--- src/rtl/mux2_arbiter.sv ---
// Two-requester bus arbiter with round-robin tie-break and a wrapping transfer counter.
// Optional burst mode (define MUX2_ARB_BURST_EN) keeps a grant for up to BURST_LEN transfers.
`timescale 1ns/1ps
module mux2_arbiter #(
  parameter int WIDTH     = 4,
  parameter int BURST_LEN = 4
) (
  input  logic             clk,
  input  logic             rst_n,
  input  logic             req_a,
  input  logic [WIDTH-1:0] a,
  input  logic             req_b,
  input  logic [WIDTH-1:0] b,
  input  logic             y_ready,
  output logic             gnt_a,
  output logic             gnt_b,
  output logic             sel,
  output logic [WIDTH-1:0] y,
  output logic             y_valid,
  output logic [7:0]       xfer_cnt
);

  typedef enum logic [1:0] {IDLE, GNT_A, GNT_B} state_t;

  state_t     state_q, state_d;
  logic       last_q, last_d;   // 1 = A was granted last, 0 = B
  logic [7:0] cnt_q, cnt_d;
  logic       xfer;

`ifdef MUX2_ARB_BURST_EN
  localparam logic [3:0] BURST_LIM = 4'(BURST_LEN);
  logic [3:0] burst_q, burst_d, burst_inc;
  logic       burst_done;
  assign burst_inc  = burst_q + 4'd1;
  assign burst_done = (burst_inc == BURST_LIM);
`endif

  assign gnt_a    = (state_q == GNT_A);
  assign gnt_b    = (state_q == GNT_B);
  assign sel      = gnt_a;
  assign y_valid  = (gnt_a & req_a) | (gnt_b & req_b);
  assign xfer     = y_valid & y_ready;
  assign xfer_cnt = cnt_q;

  always_comb begin
    y = '0;
    case (state_q)
      GNT_A:   y = a;
      GNT_B:   y = b;
      default: y = '0;
    endcase
  end

  always_comb begin
    state_d = state_q;
`ifdef MUX2_ARB_BURST_EN
    burst_d = burst_q;
`endif
    case (state_q)
      IDLE: begin
        if (req_a && req_b) state_d = last_q ? GNT_B : GNT_A;
        else if (req_a)     state_d = GNT_A;
        else if (req_b)     state_d = GNT_B;
      end
      GNT_A: begin
        if (xfer) begin
`ifdef MUX2_ARB_BURST_EN
          burst_d = burst_inc;
          if (!req_a)                    state_d = req_b ? GNT_B : IDLE;
          else if (burst_done && req_b)  state_d = GNT_B;
          else if (burst_done)           burst_d = '0;
`else
          if (req_b)      state_d = GNT_B;
          else if (!req_a) state_d = IDLE;
`endif
        end else if (!req_a) begin
          state_d = IDLE;
        end
      end
      GNT_B: begin
        if (xfer) begin
`ifdef MUX2_ARB_BURST_EN
          burst_d = burst_inc;
          if (!req_b)                    state_d = req_a ? GNT_A : IDLE;
          else if (burst_done && req_a)  state_d = GNT_A;
          else if (burst_done)           burst_d = '0;
`else
          if (req_a)      state_d = GNT_A;
          else if (!req_b) state_d = IDLE;
`endif
        end else if (!req_b) begin
          state_d = IDLE;
        end
      end
      default: state_d = IDLE;
    endcase
`ifdef MUX2_ARB_BURST_EN
    // A fresh grant always starts a fresh burst
    if (state_d != state_q && state_d != IDLE) burst_d = '0;
`endif
  end

  always_comb begin
    last_d = last_q;
    if (state_d == GNT_A)      last_d = 1'b1;
    else if (state_d == GNT_B) last_d = 1'b0;
    cnt_d = cnt_q + {7'd0, xfer};
  end

  always_ff @(posedge clk or negedge rst_n) begin
    if (!rst_n) begin
      state_q <= IDLE;
      last_q  <= 1'b0;
      cnt_q   <= '0;
    end else begin
      state_q <= state_d;
      last_q  <= last_d;
      cnt_q   <= cnt_d;
    end
  end

`ifdef MUX2_ARB_BURST_EN
  always_ff @(posedge clk or negedge rst_n) begin
    if (!rst_n) burst_q <= '0;
    else        burst_q <= burst_d;
  end
`endif

endmodule

--- config.mk ---
export PLATFORM = sky130hd
export DESIGN_NAME = mux2_arbiter
export DESIGN_NICKNAME = d
export VERILOG_FILES = /design/src/rtl/mux2_arbiter.sv
export SDC_FILE = /design/constraint.sdc
export NUM_CORES = 1
export LEC_CHECK = 0
export CORE_AREA = 5 5 50 52
export CTS_CLUSTER_DIAMETER = 100
export DETAILED_ROUTE_END_ITERATION = 10
export DIE_AREA = 0 0 55 57
export PLACE_DENSITY = 0.7
export REMOVE_ABC_BUFFERS = 1
export SLEW_MARGIN = 5
export SYNTH_ARGS = -nofsm -noshare
export SYNTH_HDL_FRONTEND = slang
export SYNTH_SLANG_ARGS = --single-unit
--- constraint.sdc ---
create_clock -name clk -period 2.04 [get_ports clk]
set_input_delay 0.306 -clock clk [delete_from_list [all_inputs] [get_ports clk]]
set_output_delay 0.306 -clock clk [all_outputs]
set_load 0.05 [all_outputs]
==> results of run 1 <==
-- layout make-up --
| class | count | area [µm²] |
|---|---|---|
| timing repair buffer | 37 | 428 |
| inverter | 2 | 7.51 |
| multi-input combinational | 49 | 407 |
| sequential | 11 | 277 |
| tap | 28 | 35.0 |
| clock buffer | 4 | 26.3 |
| fill | 180 | 883 |
-- cells in the mapped netlist (2+ instances only) --
library cell / count
dfrtp_1: 11
ha_1: 7
nand2_1: 5
nor2b_1: 5
a22oi_1: 4
xnor2_1: 4
and2_2: 2
inv_1: 2
nand3_1: 2
nand3b_1: 2
nand4_1: 2
xor2_1: 2
-- flip-flops by register name, summed over array words and instances (netlist names) --
register	flops
last_q	1
xfer_cnt	8
state_q	2
-- where the power goes --
group / switching [mW] / total (mW) / internal, mW
sequential: 0.0711 / 0.358 / 0.287
clock: 0.0634 / 0.139 / 0.0754
combinational: 0.641 / 1.21 / 0.566
total: 0.775 / 1.70 / 0.929
-- final timing paths --
check	startpoint	end	slack [ns]	cells after the start
worst max-delay path	state_q[1]	last_q	0.11	7
worst min-delay path	rst_n	xfer_cnt[4]	0.36	1
min in group clk	xfer_cnt[7]	xfer_cnt[7]	0.47	1
worst max register to register	state_q[1]	last_q	0.11	7
worst min register to register	xfer_cnt[7]	xfer_cnt[7]	0.47	1
max in group asynchronous	rst_n	state_q[1]	1.33	1
-- per-layer routing --
metal / wire, µm / part of all wire [%] / vias to the layer above
met5: 0 / 0 / -
met3: 69 / 4.2 / 2
met4: 12 / 0.73 / 0
met1: 719 / 44 / 299
met2: 837 / 51 / 14
li1: - / - / 309
-- metrics by stage --
step / hold slack, ns / cells / utilization, % / cell area (µm²)
2_1_floorplan: 0.0104 / 62 / - / 669
3_3_place_gp: 0.463 / 123 / 53.4 / 1100
3_5_place_dp: 0.466 / 123 / 53.4 / 1100
4_1_cts: 0.376 / 127 / 54.7 / 1130
5_1_grt: 0.411 / 131 / 57.2 / 1180
6_report: 0.360 / 131 / 57.2 / 1180
-- repair_timing --
action | in CTS | in global routing
setup buffers | 0 | 4
endpoints found under the setup margin | 0 | 9
gates resized for setup | 0 | 6
-- cells by family (layout without fill, tap and decap cells) --
group	after synthesis	after routing	share of synthesized area [%]
AND/OR/NAND/NOR	21	21	18.0
AO/OA/AOI/OAI	14	14	16.2
flip-flops	11	11	40.0
adder cells (fa/ha/maj)	7	7	12.7
XOR/XNOR	6	6	7.64
buffers and inverters	4	43	3.82
multiplexers	1	1	1.64
==> flow_summary.toml, run 1 <==
[status]
status = "finished, final reports clean"

[synthesis]
synth_top_cell_by_area = "dfrtp_1"
async_flop_share_pct = 100
synth.area.top_cells = "dfrtp_1, ha_1, xnor2_1"
ys.flop_type = "dfrtp_1"
synth.top_cell.area_share_pct = 40.0
yosysUniqueCellTypes = 28
yosysWarningCount = 0
synth_edf_count = 0
seq_area_frac_synth_pct = 40.0
synth-seq-cells = 11
syn_avg_cell_area_um2 = 10.8
synth_area_um2 = 688
synth_cells = 64

[timing]
worst_slew_pin_slew_ns = 0.511
min_period_ns = 1.93
max_freq_ghz = 0.519
tns_ns = 0
fin_skew_ns = 0.00670
slew_viol_final = 0
setup_ws_ns = 0.114
hold_viol = 0
setup_viol = 0
slew_headroom_pct = 65.8
period_share_pct = 94.4

[clocking]
cts_buffers = 3
cts_tree = "built"
postCtsHoldBufs = 0
clkSlewWorstSetupHoldPaths_ns = 0.07
cts-root-buf = "clkbuf_4"
cts_buffer_depth = 2
clkLatencyLatePin_ns = 0.26
h-tree-depth = 1
cts.sinks = 11

[final_layout]
drive_above_1_share_pct = 29.1
area_delta_synth_final_pct = 71.5
final_common_cell = "clkdlybuf4s50_1"
layout_common_cells = "clkdlybuf4s50_1, dfrtp_1, buf_4"
finalNetCount = 124
antenna_cells = 0

[placement]
dp.final_hpwl_um = 1310
pre_cts_slack_ns = -0.0741
io_buffers = 28
gp_congestion = 0.735

[floorplan]
start_util_pct = 33.4
dieArea_um2 = 3140
fp-row-count = 17
dieHeight_um = 57
floorplan.io_pins = 29
fp.dieW_um = 55
coreArea_um2 = 2060

[global_route]
grt_pass1_vias = 547
busiest_layer = "met1"
grt_util_met3_pct = 3.39
antenna_found_initial = 0
grt_pass1_wl_um = 2500
grt_use_total_pct = 10.6
overflow = 0
met1_usage_pct = 15.4
grt_start_max_net_pins = 12
met2_usage_pct = 15.0

[worst_setup_path]
path_buf_inv = 1
cp_cell_sequence = "buf_4, ha_4, and2_2, o21bai_1, a31oi_1, ha_1, mux2_2"
cpPeakStageDelay_ns = 0.44
critPathKind = "reg2reg"
worstPathArrival_ns = 2.07
start_kind = "flip-flop"
crit_path_end_kind = "flip-flop"
required_ns = 2.18
cp_slowest_cell = "dfrtp_2"
crit_family = "adder cells"
cp_max_fo = 5

[pwr]
ir_worst_vdd_mv = 0.892
power_density_nw_per_um2 = 1440
power.total_mw = 1.70
leakage_nw = 0.522

[routing]
wl_per_cell_um = 12.5
routed_wl_um = 1640
drt-initial-drc-count = 11
antenna_left = 0
via_per_inst = 4.76
drt_drc_violations_left = 0
dr.pass1.iters = 4
vias = 624

[hold_path]
hold_path_class = "in2async"

[job]
maxCapViolCount = 0
(Power assumes the default switching activity.)
==> run 2: changes to the inputs <==
Settings changed: RECOVER_POWER set to 50.
==> run 2 against run 1 <==
Critical path depth stayed put; final cell count did not move; non-clock buffer count stayed put; sequential share of layout area is the same; worst hold slack better by 0.070 ns; clock skew did not move; cell area unchanged; maximum frequency is the same; combinational power is essentially flat; count of clock-buffer cells in the layout unchanged; global-route usage is the same; critical endpoint unchanged; largest power group unchanged; highest routed layer unchanged.
==> flow_summary.toml, run 2 (synthesis results as in run 1) <==
[pwr]
leakage_nw = 0.522
power.total_mw = 1.70
power_density_nw_per_um2 = 1440
p_sw_uw = 775
seq_power_share_pct = 21.0
ir_worst_vdd_mv = 0.892
clkPwrFrac_pct = 8.1
switching_share_pct = 45.5
p_int_uw = 928
pwr-share-comb_pct = 70.8

[worst_setup_path]
worstPathArrival_ns = 2.07
required_ns = 2.18
start_kind = "flip-flop"
cp_max_fo = 5
crit_path_end_kind = "flip-flop"
critPathKind = "reg2reg"

[timing]
slew_viol_final = 0
setup_viol = 0
worst_slew_pin_slew_ns = 0.511
slew_headroom_pct = 65.8
fin_skew_ns = 0.00670
max_freq_ghz = 0.519
hold_viol = 0
min_period_ns = 1.93
period_share_pct = 94.4

[global_route]
antenna_found_initial = 0
grt_pass1_wl_um = 2500
grt_start_max_net_pins = 12
overflow = 0
grt_pass1_vias = 547
grt_use_total_pct = 10.6

[floorplan]
fp.dieW_um = 55
start_util_pct = 33.4
dieArea_um2 = 3140
fp-row-count = 17
coreArea_um2 = 2060
dieHeight_um = 57
floorplan.io_pins = 29

[routing]
drt-initial-drc-count = 11
routed_wl_um = 1640
via_per_inst = 4.76
dr.pass1.iters = 4
drt_drc_violations_left = 0
antenna_left = 0
wl_per_cell_um = 12.5
vias = 624

[clocking]
h-tree-depth = 1
cts-root-buf = "clkbuf_4"
cts_buffer_depth = 2
clkSlewWorstSetupHoldPaths_ns = 0.07
cts.sinks = 11
cts_buffers = 3
clkLatencyLatePin_ns = 0.26
cts_tree = "built"

[final_layout]
layout_common_cells = "clkdlybuf4s50_1, dfrtp_1, buf_4"
drive_above_1_share_pct = 29.1
nFillCells = 180
largest_reg_flops = 8
antenna_cells = 0
area_delta_synth_final_pct = 71.5
finalNetCount = 124
fin_cells = 131
final_common_cell = "clkdlybuf4s50_1"

[job]
maxCapViolCount = 0

[placement]
gp_congestion = 0.735
dp.final_hpwl_um = 1310
io_buffers = 28
placedCellCount = 123

[hold_path]
hold_path_class = "in2async"

[status]
status = "finished, final reports clean"
-- run 2: worst paths after layout --
check                            startpoint          end  slack, ns  depth (start not counted)
worst max-delay path             state_q[1]       last_q       0.11                          7
worst min-delay path                  rst_n  xfer_cnt[4]       0.43                          1
worst max register to register   state_q[1]       last_q       0.11                          7
worst min register to register  xfer_cnt[7]  xfer_cnt[7]       0.47                          1
max in group asynchronous             rst_n   state_q[1]       1.26                          1
min in group clk                xfer_cnt[7]  xfer_cnt[7]       0.47                          1
-- run 2: power groups by stage --
stage | clock network [mW] | registers [mW] | logic (mW)
final | 0.139 | 0.358 | 1.21
after CTS | 0.145 | 0.353 | 1.15
after global routing | 0.159 | 0.369 | 1.27
after floorplan | 0 | 0.486 | 0.502
after detailed placement | 0 | 0.357 | 1.15
after global placement | 0 | 0.356 | 1.15
-- run 2: area by class of cell --
type	count	area, µm²	share of cell area, %
Clock buffer	4	26.3	2.23
Multi-Input combinational cell	49	407	34.5
Inverter	2	7.51	0.636
Sequential cell	11	277	23.4
Tap cell	28	35.0	2.97
Timing Repair Buffer	37	428	36.3
-- run 2: timing repair --
action / CTS / global route
setup buffers: 0 / 4
setup endpoints to repair: 0 / 9
resized for setup: 0 / 6
hold buffers: 0 / 0
-- run 2: metrics by stage --
stage          area, µm²  setup TNS (ns)  setup slack (ns)  hold WS, ns  util, %
6_report            1180               0             0.114        0.430     57.2
4_1_cts             1130               0            0.0266        0.376     54.7
3_5_place_dp        1100          -0.140           -0.0741        0.466     53.4
5_1_grt             1180         -0.0183          -0.00969        0.481     57.2
3_3_place_gp        1100         -0.0932           -0.0687        0.463     53.4
2_1_floorplan        669           -8.54            -0.974       0.0104        -
-- run 2: metal layers --
metal / vias up / part of all wire (%) / track usage [%]
met4: 0 / 0.73 / 3.13
li1: 309 / - / -
met5: - / 0 / 0
met2: 14 / 51 / 15.0
met1: 299 / 44 / 15.4
met3: 2 / 4.2 / 3.39
-- run 2: critical path: stages (launching register included) --
cell      delay (ns)
dfrtp_2         0.44
buf_4           0.15
ha_4            0.16
and2_2          0.18
o21bai_1        0.12
a31oi_1         0.13
ha_1            0.31
mux2_2          0.32
==> run 3: changes to the inputs <==
Settings changed: SETUP_SLACK_MARGIN set to 0.3.
==> run 3 against run 2 <==
Count of clock-buffer cells in the layout stayed put; clock skew is 0.0010 ns lower; sequential share of layout area is 3.3 points lower; routed wire length is 19% higher; worst setup slack better by 0.049 ns; clock power hardly changed; flip-flop and latch count stayed put; critical endpoint unchanged; highest routed layer unchanged; largest power group unchanged.
==> flow_summary.toml, run 3 (synthesis results as in run 1) <==
[worst_setup_path]
cp_max_fo = 3
cpPeakStageDelay_ns = 0.42
worstPathArrival_ns = 2.02
reg2reg_to = "last_q"
required_ns = 2.19
critPathKind = "reg2reg"
crit_path_end_kind = "flip-flop"
cp_cell_sequence = "buf_4, o21ba_2, o21ai_1, a31oi_4, ha_1, mux2_2"
start_kind = "flip-flop"
cp_slowest_cell = "dfrtp_1"
reg2reg_depth = 6
r2r-start = "state_q[0]"
regToRegSetupSlack_ns = 0.16

[final_layout]
stdcell_area_um2 = 1370
antenna_cells = 0
final_common_cell = "dfrtp_1"
area_delta_synth_final_pct = 99.1
fin_util_pct = 66.4
layout_common_cells = "dfrtp_1, clkdlybuf4s50_1, dlygate4sd2_1, buf_12, buf_4"
finalNetCount = 130
largest_reg_flops = 8
drive_above_1_share_pct = 52.3
fin_cells = 137

[routing]
drt-initial-drc-count = 4
highest_layer = "met4"
vias = 651
wl_met3_um = 74
dr.pass1.iters = 2
routed_wl_um = 1940
antenna_left = 0
wl_per_cell_um = 14.2
route.met2.wl_um = 983
via_per_inst = 4.75
drt_drc_violations_left = 0
m1WireLength_um = 867

[floorplan]
fp-row-count = 17
dieHeight_um = 57
floorplan.io_pins = 29
start_util_pct = 33.4
coreArea_um2 = 2060
fp.dieW_um = 55
dieArea_um2 = 3140

[hold_path]
hold_path_class = "in2async"

[timing]
rsz0062_at_grt = "yes"
slew_viol_final = 0
hold_viol = 0
min_period_ns = 1.88
tns_ns = 0
period_share_pct = 92.0
setup_ws_ns = 0.163
holdWs_ns = 0.430
max_freq_ghz = 0.533
slew_headroom_pct = 61.0
setup_viol = 0
worst_slew_pin_slew_ns = 0.587
fin_skew_ns = 0.00570

[placement]
io_buffers = 28
gp_congestion = 0.735
pre_cts_slack_ns = -0.0741
post_dp_cell_area_um2 = 1100
placedCellCount = 123
dp.final_hpwl_um = 1310

[pwr]
clkPwrFrac_pct = 7.2
seq_power_share_pct = 19.0
switching_share_pct = 45.4
pwr-share-comb_pct = 73.8
p_int_mw = 1.07
ir_worst_vdd_mv = 0.950
power_density_nw_per_um2 = 1430
leakage_nw = 0.610
p_sw_uw = 889
power.total_mw = 1.96

[global_route]
grt_use_total_pct = 12.2
overflow = 0
grt_pass1_wl_um = 2860
grt_pass1_vias = 603
grt_start_max_net_pins = 12
antenna_found_initial = 0

[clocking]
cts.sinks = 11
postCtsHoldBufs = 0
cts_buffer_depth = 2
clkLatencyLatePin_ns = 0.26
cts_buffers = 3
clkSlewWorstSetupHoldPaths_ns = 0.06
h-tree-depth = 1
cts-root-buf = "clkbuf_4"
cts_tree = "built"

[status]
status = "finished, final reports clean"

[job]
maxCapViolCount = 0
## run 3: cell types whose count changed in the layout (fill, tap and decap cells not counted), sizes merged
cell           change
dlygate4sd2        +8
buf                +5
dlymetal6s2s       +1
clkbuf             +2
clkdlybuf4s50     -10
## run 3: worst max-delay path by stage
| stage | start | endpoint | cells after the start |
|---|---|---|---|
| after floorplan | state_q[1] | xfer_cnt[6] | 10 |
| after global placement | req_a | last_q | 6 |
| after detailed placement | req_a | last_q | 6 |
| after CTS | state_q[0] | y[0] | 6 |
| after global routing | state_q[0] | y[1] | 6 |
| final | state_q[0] | last_q | 6 |
## run 3: cell type report
cell class,count,area [µm²]
fillers,156,693
multi-input cells,49,547
repair buffers,43,478
flip-flops and latches,11,277
well taps,28,35.0
clock buffers,4,26.3
inverters,2,7.51
## run 3: routing by layer
metal	GRT usage [%]	up-vias
li1	-	324
met1	17.2	313
met2	17.7	12
met3	3.39	2
met4	4.17	0
met5	0	-
## run 3: what timing repair did
item | in CTS | in global routing
pin swaps | 11 | 7
setup buffers | 7 | 3
endpoints found under the setup margin | 18 | 14
gates resized for setup | 31 | 23
## run 3: worst max-delay path: cells and delay by family, from the launching register on
family / cells / cell delay, ns
AO/OA/AOI/OAI: 3 / 0.57
adder cells (fa/ha/maj): 1 / 0.30
buffers and inverters: 1 / 0.15
flip-flops: 1 / 0.42
multiplexers: 1 / 0.32
## run 3: power groups by stage
stage	sequential [mW]	clock, mW	combinational (mW)
after floorplan	0.486	0	0.502
after global placement	0.356	0	1.15
after detailed placement	0.357	0	1.15
after CTS	0.359	0.145	1.33
after global routing	0.382	0.160	1.52
final	0.372	0.141	1.45
